<file path="src/rtl/shift_serializer_pkg.sv">
// Shared definitions for the shift serializer: FSM state encodings
// (3-bit, IDLE=0, common with the shift receiver), default word width
// and a counter-width helper.
// Optional macro: SHIFT_SERIALIZER_PARITY_EN adds the PARITY state.
package shift_serializer_pkg;

    localparam int unsigned SER_NUM_W = 8;

    typedef enum logic [2:0] {
        ST_IDLE   = 3'd0,
        ST_START  = 3'd1,
        ST_DATA   = 3'd2,
`ifdef SHIFT_SERIALIZER_PARITY_EN
        ST_PARITY = 3'd3,
`endif
        ST_STOP   = 3'd4
    } state_t;

    // Width of a counter holding 0..n-1, never narrower than one bit
    function automatic int unsigned cnt_width(input int unsigned n);
        return (n > 1) ? $clog2(n) : 1;
    endfunction

endpackage

</file>
<file path="src/rtl/shift_serializer_bit_timer.sv">
// Bit period timer for the shift serializer. Counts 0..DIV-1 while
// enabled and pulses bit_end on the last cycle of every bit period.
// Held at zero while enable is low.
// Optional macro SHIFT_SERIALIZER_PARITY_EN has no effect here.
module shift_serializer_bit_timer
    import shift_serializer_pkg::*;
#(
    parameter int unsigned DIV = 4
) (
    input  logic clk,
    input  logic rst,
    input  logic enable,
    output logic bit_end
);

    localparam int unsigned CW = cnt_width(DIV);

    logic [CW-1:0] r_cnt;
    logic          w_last;

    assign w_last  = (r_cnt == CW'(DIV - 1));
    assign bit_end = enable && w_last;

    // Cycle counter within the current bit; wraps at DIV-1 or clears when idle
    always_ff @(posedge clk or posedge rst) begin
        if (rst) begin
            r_cnt <= '0;
        end else if (!enable || w_last) begin
            r_cnt <= '0;
        end else begin
            r_cnt <= r_cnt + 1'b1;
        end
    end

endmodule

</file>
<file path="src/rtl/shift_serializer.sv">
// Parallel-to-serial transmitter: captures a word on load and sends it
// MSB-first between a start bit (0) and a stop bit (1), each bit held
// DIV clocks. ledr mirrors the shift register contents.
// Optional macro: SHIFT_SERIALIZER_PARITY_EN inserts an even-parity bit
// between the data bits and the stop bit.
module shift_serializer
    import shift_serializer_pkg::*;
#(
    parameter int unsigned NUM_W = SER_NUM_W,
    parameter int unsigned DIV   = 4
) (
    input  logic             clk,
    input  logic             rst,
    input  logic             load,
    input  logic [NUM_W-1:0] data_in,
    output logic             ser_out,
    output logic             busy,
    output logic             done,
    output logic [NUM_W-1:0] ledr
);

    localparam int unsigned IW = cnt_width(NUM_W);

    state_t           r_state;
    state_t           w_state_next;
    logic [NUM_W-1:0] r_shreg;
    logic [NUM_W-1:0] w_shreg_next;
    logic [IW-1:0]    r_bit_idx;
    logic [IW-1:0]    w_bit_idx_next;
    logic             r_ser_out;
    logic             r_busy;
    logic             r_done;
    logic             w_ser_next;
    logic             w_busy_next;
    logic             w_done_next;
    logic             w_timer_en;
    logic             w_bit_end;
`ifdef SHIFT_SERIALIZER_PARITY_EN
    logic             r_parity;
    logic             w_parity_next;
`endif

    assign w_timer_en = (r_state != ST_IDLE);

    shift_serializer_bit_timer #(
        .DIV (DIV)
    ) u_bit_timer (
        .clk     (clk),
        .rst     (rst),
        .enable  (w_timer_en),
        .bit_end (w_bit_end)
    );

    // State register
    always_ff @(posedge clk or posedge rst) begin
        if (rst) begin
            r_state <= ST_IDLE;
        end else begin
            r_state <= w_state_next;
        end
    end

    // Next-state, shift register and bit index update
    always_comb begin
        w_state_next   = r_state;
        w_shreg_next   = r_shreg;
        w_bit_idx_next = r_bit_idx;
`ifdef SHIFT_SERIALIZER_PARITY_EN
        w_parity_next  = r_parity;
`endif
        case (r_state)
            ST_IDLE: begin
                if (load) begin
                    w_state_next = ST_START;
                    w_shreg_next = data_in;
`ifdef SHIFT_SERIALIZER_PARITY_EN
                    w_parity_next = ^data_in;
`endif
                end
            end
            ST_START: begin
                if (w_bit_end) begin
                    w_state_next   = ST_DATA;
                    w_bit_idx_next = IW'(NUM_W - 1);
                end
            end
            ST_DATA: begin
                if (w_bit_end) begin
                    w_shreg_next = r_shreg << 1;
                    if (r_bit_idx == '0) begin
`ifdef SHIFT_SERIALIZER_PARITY_EN
                        w_state_next = ST_PARITY;
`else
                        w_state_next = ST_STOP;
`endif
                    end else begin
                        w_bit_idx_next = r_bit_idx - 1'b1;
                    end
                end
            end
`ifdef SHIFT_SERIALIZER_PARITY_EN
            ST_PARITY: begin
                if (w_bit_end) begin
                    w_state_next = ST_STOP;
                end
            end
`endif
            ST_STOP: begin
                if (w_bit_end) begin
                    w_state_next = ST_IDLE;
                end
            end
            default: begin
                w_state_next = ST_IDLE;
            end
        endcase
    end

    // Output values for the coming cycle, derived from the next state so the
    // registered outputs line up with the state they describe
    always_comb begin
        w_busy_next = (w_state_next != ST_IDLE);
        w_done_next = (r_state == ST_STOP) && w_bit_end;
        case (w_state_next)
            ST_START:  w_ser_next = 1'b0;
            ST_DATA:   w_ser_next = w_shreg_next[NUM_W-1];
`ifdef SHIFT_SERIALIZER_PARITY_EN
            ST_PARITY: w_ser_next = w_parity_next;
`endif
            default:   w_ser_next = 1'b1;
        endcase
    end

    // Datapath and output registers
    always_ff @(posedge clk or posedge rst) begin
        if (rst) begin
            r_shreg   <= '0;
            r_bit_idx <= '0;
            r_ser_out <= 1'b1;
            r_busy    <= 1'b0;
            r_done    <= 1'b0;
`ifdef SHIFT_SERIALIZER_PARITY_EN
            r_parity  <= 1'b0;
`endif
        end else begin
            r_shreg   <= w_shreg_next;
            r_bit_idx <= w_bit_idx_next;
            r_ser_out <= w_ser_next;
            r_busy    <= w_busy_next;
            r_done    <= w_done_next;
`ifdef SHIFT_SERIALIZER_PARITY_EN
            r_parity  <= w_parity_next;
`endif
        end
    end

    assign ser_out = r_ser_out;
    assign busy    = r_busy;
    assign done    = r_done;
    assign ledr    = r_shreg;

endmodule
</file>
<file path="config.mk">
export PLATFORM = sky130hd
export DESIGN_NAME = shift_serializer
export DESIGN_NICKNAME = d
export VERILOG_FILES = /design/src/rtl/shift_serializer_pkg.sv /design/src/rtl/shift_serializer_bit_timer.sv /design/src/rtl/shift_serializer.sv
export SDC_FILE = /design/constraint.sdc
export NUM_CORES = 1
export LEC_CHECK = 0
export BUFFER_PORTS_ARGS = -buffer_cell sky130_fd_sc_hd__buf_2
export CORE_MARGIN = 2
export CORE_UTILIZATION = 55
export DETAILED_ROUTE_END_ITERATION = 10
export GPL_TIMING_DRIVEN = 0
export PLACE_DENSITY = 0.81
export SLEW_MARGIN = 20
export SYNTH_ARGS = -nofsm -noshare
export SYNTH_HDL_FRONTEND = slang
export SYNTH_SLANG_ARGS = --single-unit
</file>
<file path="constraint.sdc">
create_clock -name clk -period 5.1 [get_ports clk]
set_clock_uncertainty 0.2 [all_clocks]
set_input_delay 0.51 -clock clk [delete_from_list [all_inputs] [get_ports clk]]
set_output_delay 0.51 -clock clk [all_outputs]
set_load 0.05 [all_outputs]
</file>
==> results of run 1 <==
## where the power goes
group / total, W / internal (W) / leakage [nW] / switching [W]
logic: 0.000373 / 0.000110 / 0.298 / 0.000263
clock network: 0.0000750 / 0.0000305 / 0.0150 / 0.0000445
registers: 0.000251 / 0.000212 / 0.229 / 0.0000390
total: 0.000698 / 0.000352 / 0.542 / 0.000347
## placed cells by master, fill, tap and decap left out, drive strengths merged
cell type,n
buf,25
dfrtp,18
nand2,15
a22oi,7
inv,6
clkbuf,5
nor3,4
a21oi,4
nor2,4
nand3,3
ha,3
nor4,2
a31oi,2
mux2i,2
o21ai,2
nor4b,1
nor4bb,1
a22o,1
nand2b,1
o211ai,1
nor3b,1
o32ai,1
and4,1
nor2b,1
nand3b,1
nand4,1
a21o,1
a2111oi,1
o22ai,1
a311oi,1
dfstp,1
## cell families after synthesis
logic type	after synthesis	share of synthesized area, %
flops	19	50.3
simple gates	36	20.9
buf+inv	11	5.55
mux	2	2.11
fa+ha+maj	3	3.96
compound gates	22	17.2
## area by class of cell
| class | count | area, um^2 | area share (%) |
|---|---|---|---|
| flip-flops and latches | 19 | 477 | 43.4 |
| multi-input cells | 63 | 418 | 38.0 |
| repair buffers | 21 | 105 | 9.57 |
| plain buffers | 5 | 30.0 | 2.73 |
| clock buffers | 4 | 26.3 | 2.39 |
| inverters | 6 | 22.5 | 2.05 |
| well taps | 16 | 20.0 | 1.82 |
## worst paths after layout
| path | from | end | slack, ns | cells past startpoint |
|---|---|---|---|---|
| worst max-delay path | u_bit_timer.r_cnt[0] | ser_out | 3.23 | 6 |
| worst min-delay path | rst | done | 0.09 | 2 |
| worst max register to register | u_bit_timer.r_cnt[0] | ser_out | 3.23 | 6 |
| worst min register to register | u_bit_timer.r_cnt[0] | u_bit_timer.r_cnt[0] | 0.25 | 1 |
| max in group asynchronous | rst | r_state[0] | 4.18 | 2 |
| min in group clk | data_in[4] | ledr[4] | 0.24 | 3 |
## flip-flops by register name, summed over array words and instances, names as in the netlist
signal             flops
busy                   1
done                   1
ledr                   8
r_bit_idx              3
r_state                3
ser_out                1
u_bit_timer.r_cnt      2
## metal layers
metal  wire length, um  vias to the layer above
met4                46                        0
met3                78                        4
met1               825                      371
met5                 0                        -
met2               817                       19
li1                  -                      386
## stage by stage
stage | power [W] | setup slack, ns | instances | cell area [um^2]
2_1_floorplan | 0.000547 | 3.43 | 93 | 947
3_3_place_gp | 0.000616 | 3.26 | 130 | 1070
4_1_cts | 0.000702 | 3.21 | 134 | 1100
3_5_place_dp | 0.000629 | 3.23 | 130 | 1070
5_1_grt | 0.000743 | 3.11 | 134 | 1100
6_report | 0.000698 | 3.23 | 134 | 1100
==> impl_metrics.ini, run 1 <==
[status]
status = complete, no violations

[hold_path]
hold_class = in -> async

[die]
start_util_pct = 60.8
die-height_um = 45.5
dieArea_mm2 = 0.00207
fp.coreArea_mm2 = 0.00156
rows = 14
die_x_um = 45.5
ios = 22

[finish]
nFillCells = 120
diodes = 0
final_core_util_pct = 70.5
nets = 133
final_layout_size_suffix_gt1_share_pct = 28.8
area_growth_pct = 16.0

[global_routing]
use_met3_pct = 2.38
grt.overflow.total = 0
grt_pass1_vias = 701
grt.met1_usage_pct = 26.1
grt_max_degree = 20
grt_usage_pct = 19.6
antenna_found_initial = 0
grt_util_met2_pct = 30.1
busiest_layer = met2
grt_pass1_wl_mm = 2.90

[timing]
fmax_mhz = 534
finalHoldViolCount = 0
fin_crit_sh_pct = 36.7
rsz0062_at_grt = no
slew_violations = 0
relSlewSlack_pct = 55.2
finalSetupTns_ns = 0
tightestPinTransition_ns = 0.672
setup_violations = 0
period_minus_slack_ns = 1.87
hold_slack_ns = 0.0909

[critical_path]
cp-start-kind = flip-flop
slowest_delay_ns = 0.39
cp_max_fo = 8
crit_family = simple AND/OR/NAND/NOR gates
crit_arrival_ns = 1.90
crit_path_end_kind = flip-flop
worst-path-buf-inv = 1
critPathRequiredTime_ns = 5.13
cp_cell_sequence = ha_1 > nor4bb_1 > buf_2 > nor2_2 > nand2_1 > a31oi_1
cpMaxStageDelayCell = dfrtp_1
critical_path_class = reg -> reg

[route]
antenna_left = 0
via_per_inst = 5.82
wire_per_inst_um = 13.2
vias = 780
drt_iter0_markers = 18
wl_mm = 1.77
firstDrtPassIters = 4
drc = 0

[logic_synthesis]
yosysTopAreaCellShare_pct = 47.6
synth_area_leaders = dfrtp_1, nand2_1, a22oi_1
synth_area_per_cell_um2 = 10.2
async_reset_ff_share_pct = 100
yosysUniqueCellTypes = 35
yosysWarningCount = 0
synth.largest_area_cell = dfrtp_1
ys_dominant_reg_cell = dfrtp_1
yosysMostFrequentCell = dfrtp_1
synthTopCellsByCount = dfrtp_1, nand2_1, a22oi_1, inv_1
ys_seq_area_share_pct = 50.3
postSynthCellCount = 93
syn_area_um2 = 947
syn_nets = 107
synth_seq_cells = 19
synth_edf_count = 0

[placement]
port_buffers = 21
gp_congestion = 0.776
dpl.hpwl_mm = 1.33

[power_and_ir_drop]
power.leakage_nw = 0.542
p_per_area_mw_per_mm2 = 636
ir_drop_uv = 467

[clocking]
cts_tree = yes
root_buffer = clkbuf_4
cts_num_sinks = 19
cts_made_buffers = 3
htree_levels = 1
path_clk_slew_ns = 0.10
cts_setup_buffers = 0
cts_resized = 0
clk-insertion-delay-late_ns = 0.30
max-clock-path-buffers = 2
cts_hold_buf = 0

[run]
maxCapViolCount = 0
(Power assumes the default switching activity.)
==> inputs of run 2 (changes only) <==
--- a/config.mk
+++ b/config.mk
@@ -5,12 +5,13 @@
 export SDC_FILE = /design/constraint.sdc
 export NUM_CORES = 1
 export LEC_CHECK = 0
+export ABC_AREA = 1
 export BUFFER_PORTS_ARGS = -buffer_cell sky130_fd_sc_hd__buf_2
 export CORE_MARGIN = 2
-export CORE_UTILIZATION = 55
+export CORE_UTILIZATION = 46
 export DETAILED_ROUTE_END_ITERATION = 10
 export GPL_TIMING_DRIVEN = 0
-export PLACE_DENSITY = 0.81
+export PLACE_DENSITY = 0.73
 export SLEW_MARGIN = 20
 export SYNTH_ARGS = -nofsm -noshare
 export SYNTH_HDL_FRONTEND = slang
==> constraint.sdc (replaced) <==
create_clock -name clk -period 1.7 [get_ports clk]
set_clock_uncertainty 0.2 [all_clocks]
set_input_delay 0.17 -clock clk [delete_from_list [all_inputs] [get_ports clk]]
set_output_delay 0.17 -clock clk [all_outputs]
set_load 0.05 [all_outputs]
==> impl_metrics.ini, run 2 <==
[power_and_ir_drop]
pwr-share-seq_pct = 34.9
power_w = 0.00231
p_int_w = 0.00111
pwr-share-clk_pct = 10.4
power.leakage_nw = 0.639
ir_drop_uv = 1250
p_sw_share_pct = 51.7
p_per_area_mw_per_mm2 = 1920
pwr-share-comb_pct = 54.7
p_switching_w = 0.00119

[die]
rows = 16
fp.coreArea_mm2 = 0.00194
die_x_um = 49.0
dieArea_mm2 = 0.00240
die-height_um = 49.0
start_util_pct = 48.0
ios = 22

[finish]
layout_common_cells = nand2_1, buf_2, dfrtp_1
nets = 159
largest_reg_flops = 8
layout_commonest_cell = nand2_1
fin_cells = 171
seqCellArea_um2 = 477
final_core_util_pct = 62.0
multi_input_area_um2 = 402
final_layout_size_suffix_gt1_share_pct = 28.5
nFillCells = 174
area_growth_pct = 29.1
diodes = 0

[logic_synthesis]
synth_area_per_cell_um2 = 8.55
synth_seq_cells = 19
syn_nets = 123
yosysWarningCount = 0
synth_edf_count = 0
yosysMostFrequentCell = nand2_1
yosysUniqueCellTypes = 20
async_reset_ff_share_pct = 100
yosysTopAreaCellShare_pct = 48.3
synth_area_leaders = dfrtp_1, nand2_1, nand3_1
postSynthCellCount = 109
ys_seq_area_share_pct = 51.1
synthTopCellsByCount = nand2_1, dfrtp_1, inv_1, nand3_1, nor2_1
syn_area_um2 = 932
synth.largest_area_cell = dfrtp_1
ys_dominant_reg_cell = dfrtp_1

[placement]
dp.cells = 157
port_buffers = 21
gp_congestion = 0.800
dpl.hpwl_mm = 1.29

[global_routing]
grt.overflow.total = 0
antenna_found_initial = 0
grt_usage_pct = 18.2
grt_pass1_vias = 790
grt_pass1_wl_mm = 3.33
grt_max_degree = 20

[critical_path]
critPathRequiredTime_ns = 1.33
crit_arrival_ns = 1.09
cp_max_fo = 1
cp-start-kind = flip-flop
r2r_slack_ns = 0.24
cp_cell_sequence = buf_2
worst-path-buf-inv = 1
slowest_delay_ns = 0.53
cpMaxStageDelayCell = dfstp_2
crit_family = flip-flops
critical_path_class = reg -> out
crit_path_end_kind = primary output

[clocking]
cts_tree = yes
cts_made_buffers = 3
root_buffer = clkbuf_4
cts_num_sinks = 19
cts_setup_buffers = 0
htree_levels = 1
max-clock-path-buffers = 2
clk-insertion-delay-late_ns = 0.31
path_clk_slew_ns = 0.11

[route]
drt_iter0_markers = 28
via_per_inst = 4.75
vias = 812
wire_per_inst_um = 10.7
antenna_left = 0
drc = 0
wl_mm = 1.82
firstDrtPassIters = 4

[timing]
finalHoldViolCount = 0
setup_violations = 0
relSlewSlack_pct = 53.8
hold_slack_ns = 0.250
period_minus_slack_ns = 1.46
slew_violations = 0
rsz0062_at_grt = no
fin_crit_sh_pct = 85.9
fmax_mhz = 684
tightestPinTransition_ns = 0.692
finalSetupTns_ns = 0

[hold_path]
hold_class = reg -> reg

[run]
maxCapViolCount = 0

[status]
status = complete, no violations
-- run 2: final cells by class --
class                           instances  area share [%]
Clock buffer                            3            1.87
Clock inverter                          1           0.624
Inverter                               15            4.68
Multi-Input combinational cell         75            33.4
Sequential cell                        19            39.6
Tap cell                               27            2.81
Timing Repair Buffer                   31            17.0
-- run 2: repair_timing --
action | 4_1_cts | 5_1_grt
hold endpoints to repair | 27 | 0
gates resized for setup | 0 | 1
hold buffers | 10 | 0
setup endpoints to repair | 0 | 1
-- run 2: path summary, 6_finish.rpt --
kind	start	to	cells after the start
max	ser_out	ser_out	1
min	u_bit_timer.r_cnt[0]	u_bit_timer.r_cnt[0]	1
max in group asynchronous	rst	r_bit_idx[1]	3
min in group asynchronous	rst	u_bit_timer.r_cnt[1]	3
max reg2reg	u_bit_timer.r_cnt[0]	ser_out	8
min reg2reg	u_bit_timer.r_cnt[0]	u_bit_timer.r_cnt[0]	1
-- run 2: cell families after synthesis --
group / count (synthesis) / share of synthesized area (%)
flops: 19 / 51.1
simple gates: 68 / 36.2
fa+ha+maj: 3 / 4.03
xor+xnor: 1 / 0.940
buf+inv: 15 / 6.04
compound gates: 3 / 1.61
-- run 2: per-layer routing --
layer | global-route usage, % | vias up | share of wire, %
met5 | 0 | - | 0
met2 | 29.0 | 22 | 48
met1 | 22.6 | 375 | 44
li1 | - | 411 | -
met3 | 6.44 | 4 | 5.6
met4 | 7.14 | 0 | 2.3
-- run 2: power groups by stage --
stage / Sequential [W] / Combinational, W / Clock [W]
2_1_floorplan: 0.00119 / 0.000590 / 0
3_3_place_gp: 0.000801 / 0.00122 / 0
3_5_place_dp: 0.000806 / 0.00125 / 0
4_1_cts: 0.000801 / 0.00127 / 0.000255
5_1_grt: 0.000833 / 0.00139 / 0.000278
6_report: 0.000805 / 0.00126 / 0.000241
-- run 2: stage by stage --
stage	setup WS [ns]	instance area, um^2
floorplan	0.290	932
global placement	0.175	1070
detailed placement	0.169	1070
CTS	0.160	1200
global route	0.0953	1200
finish	0.239	1200
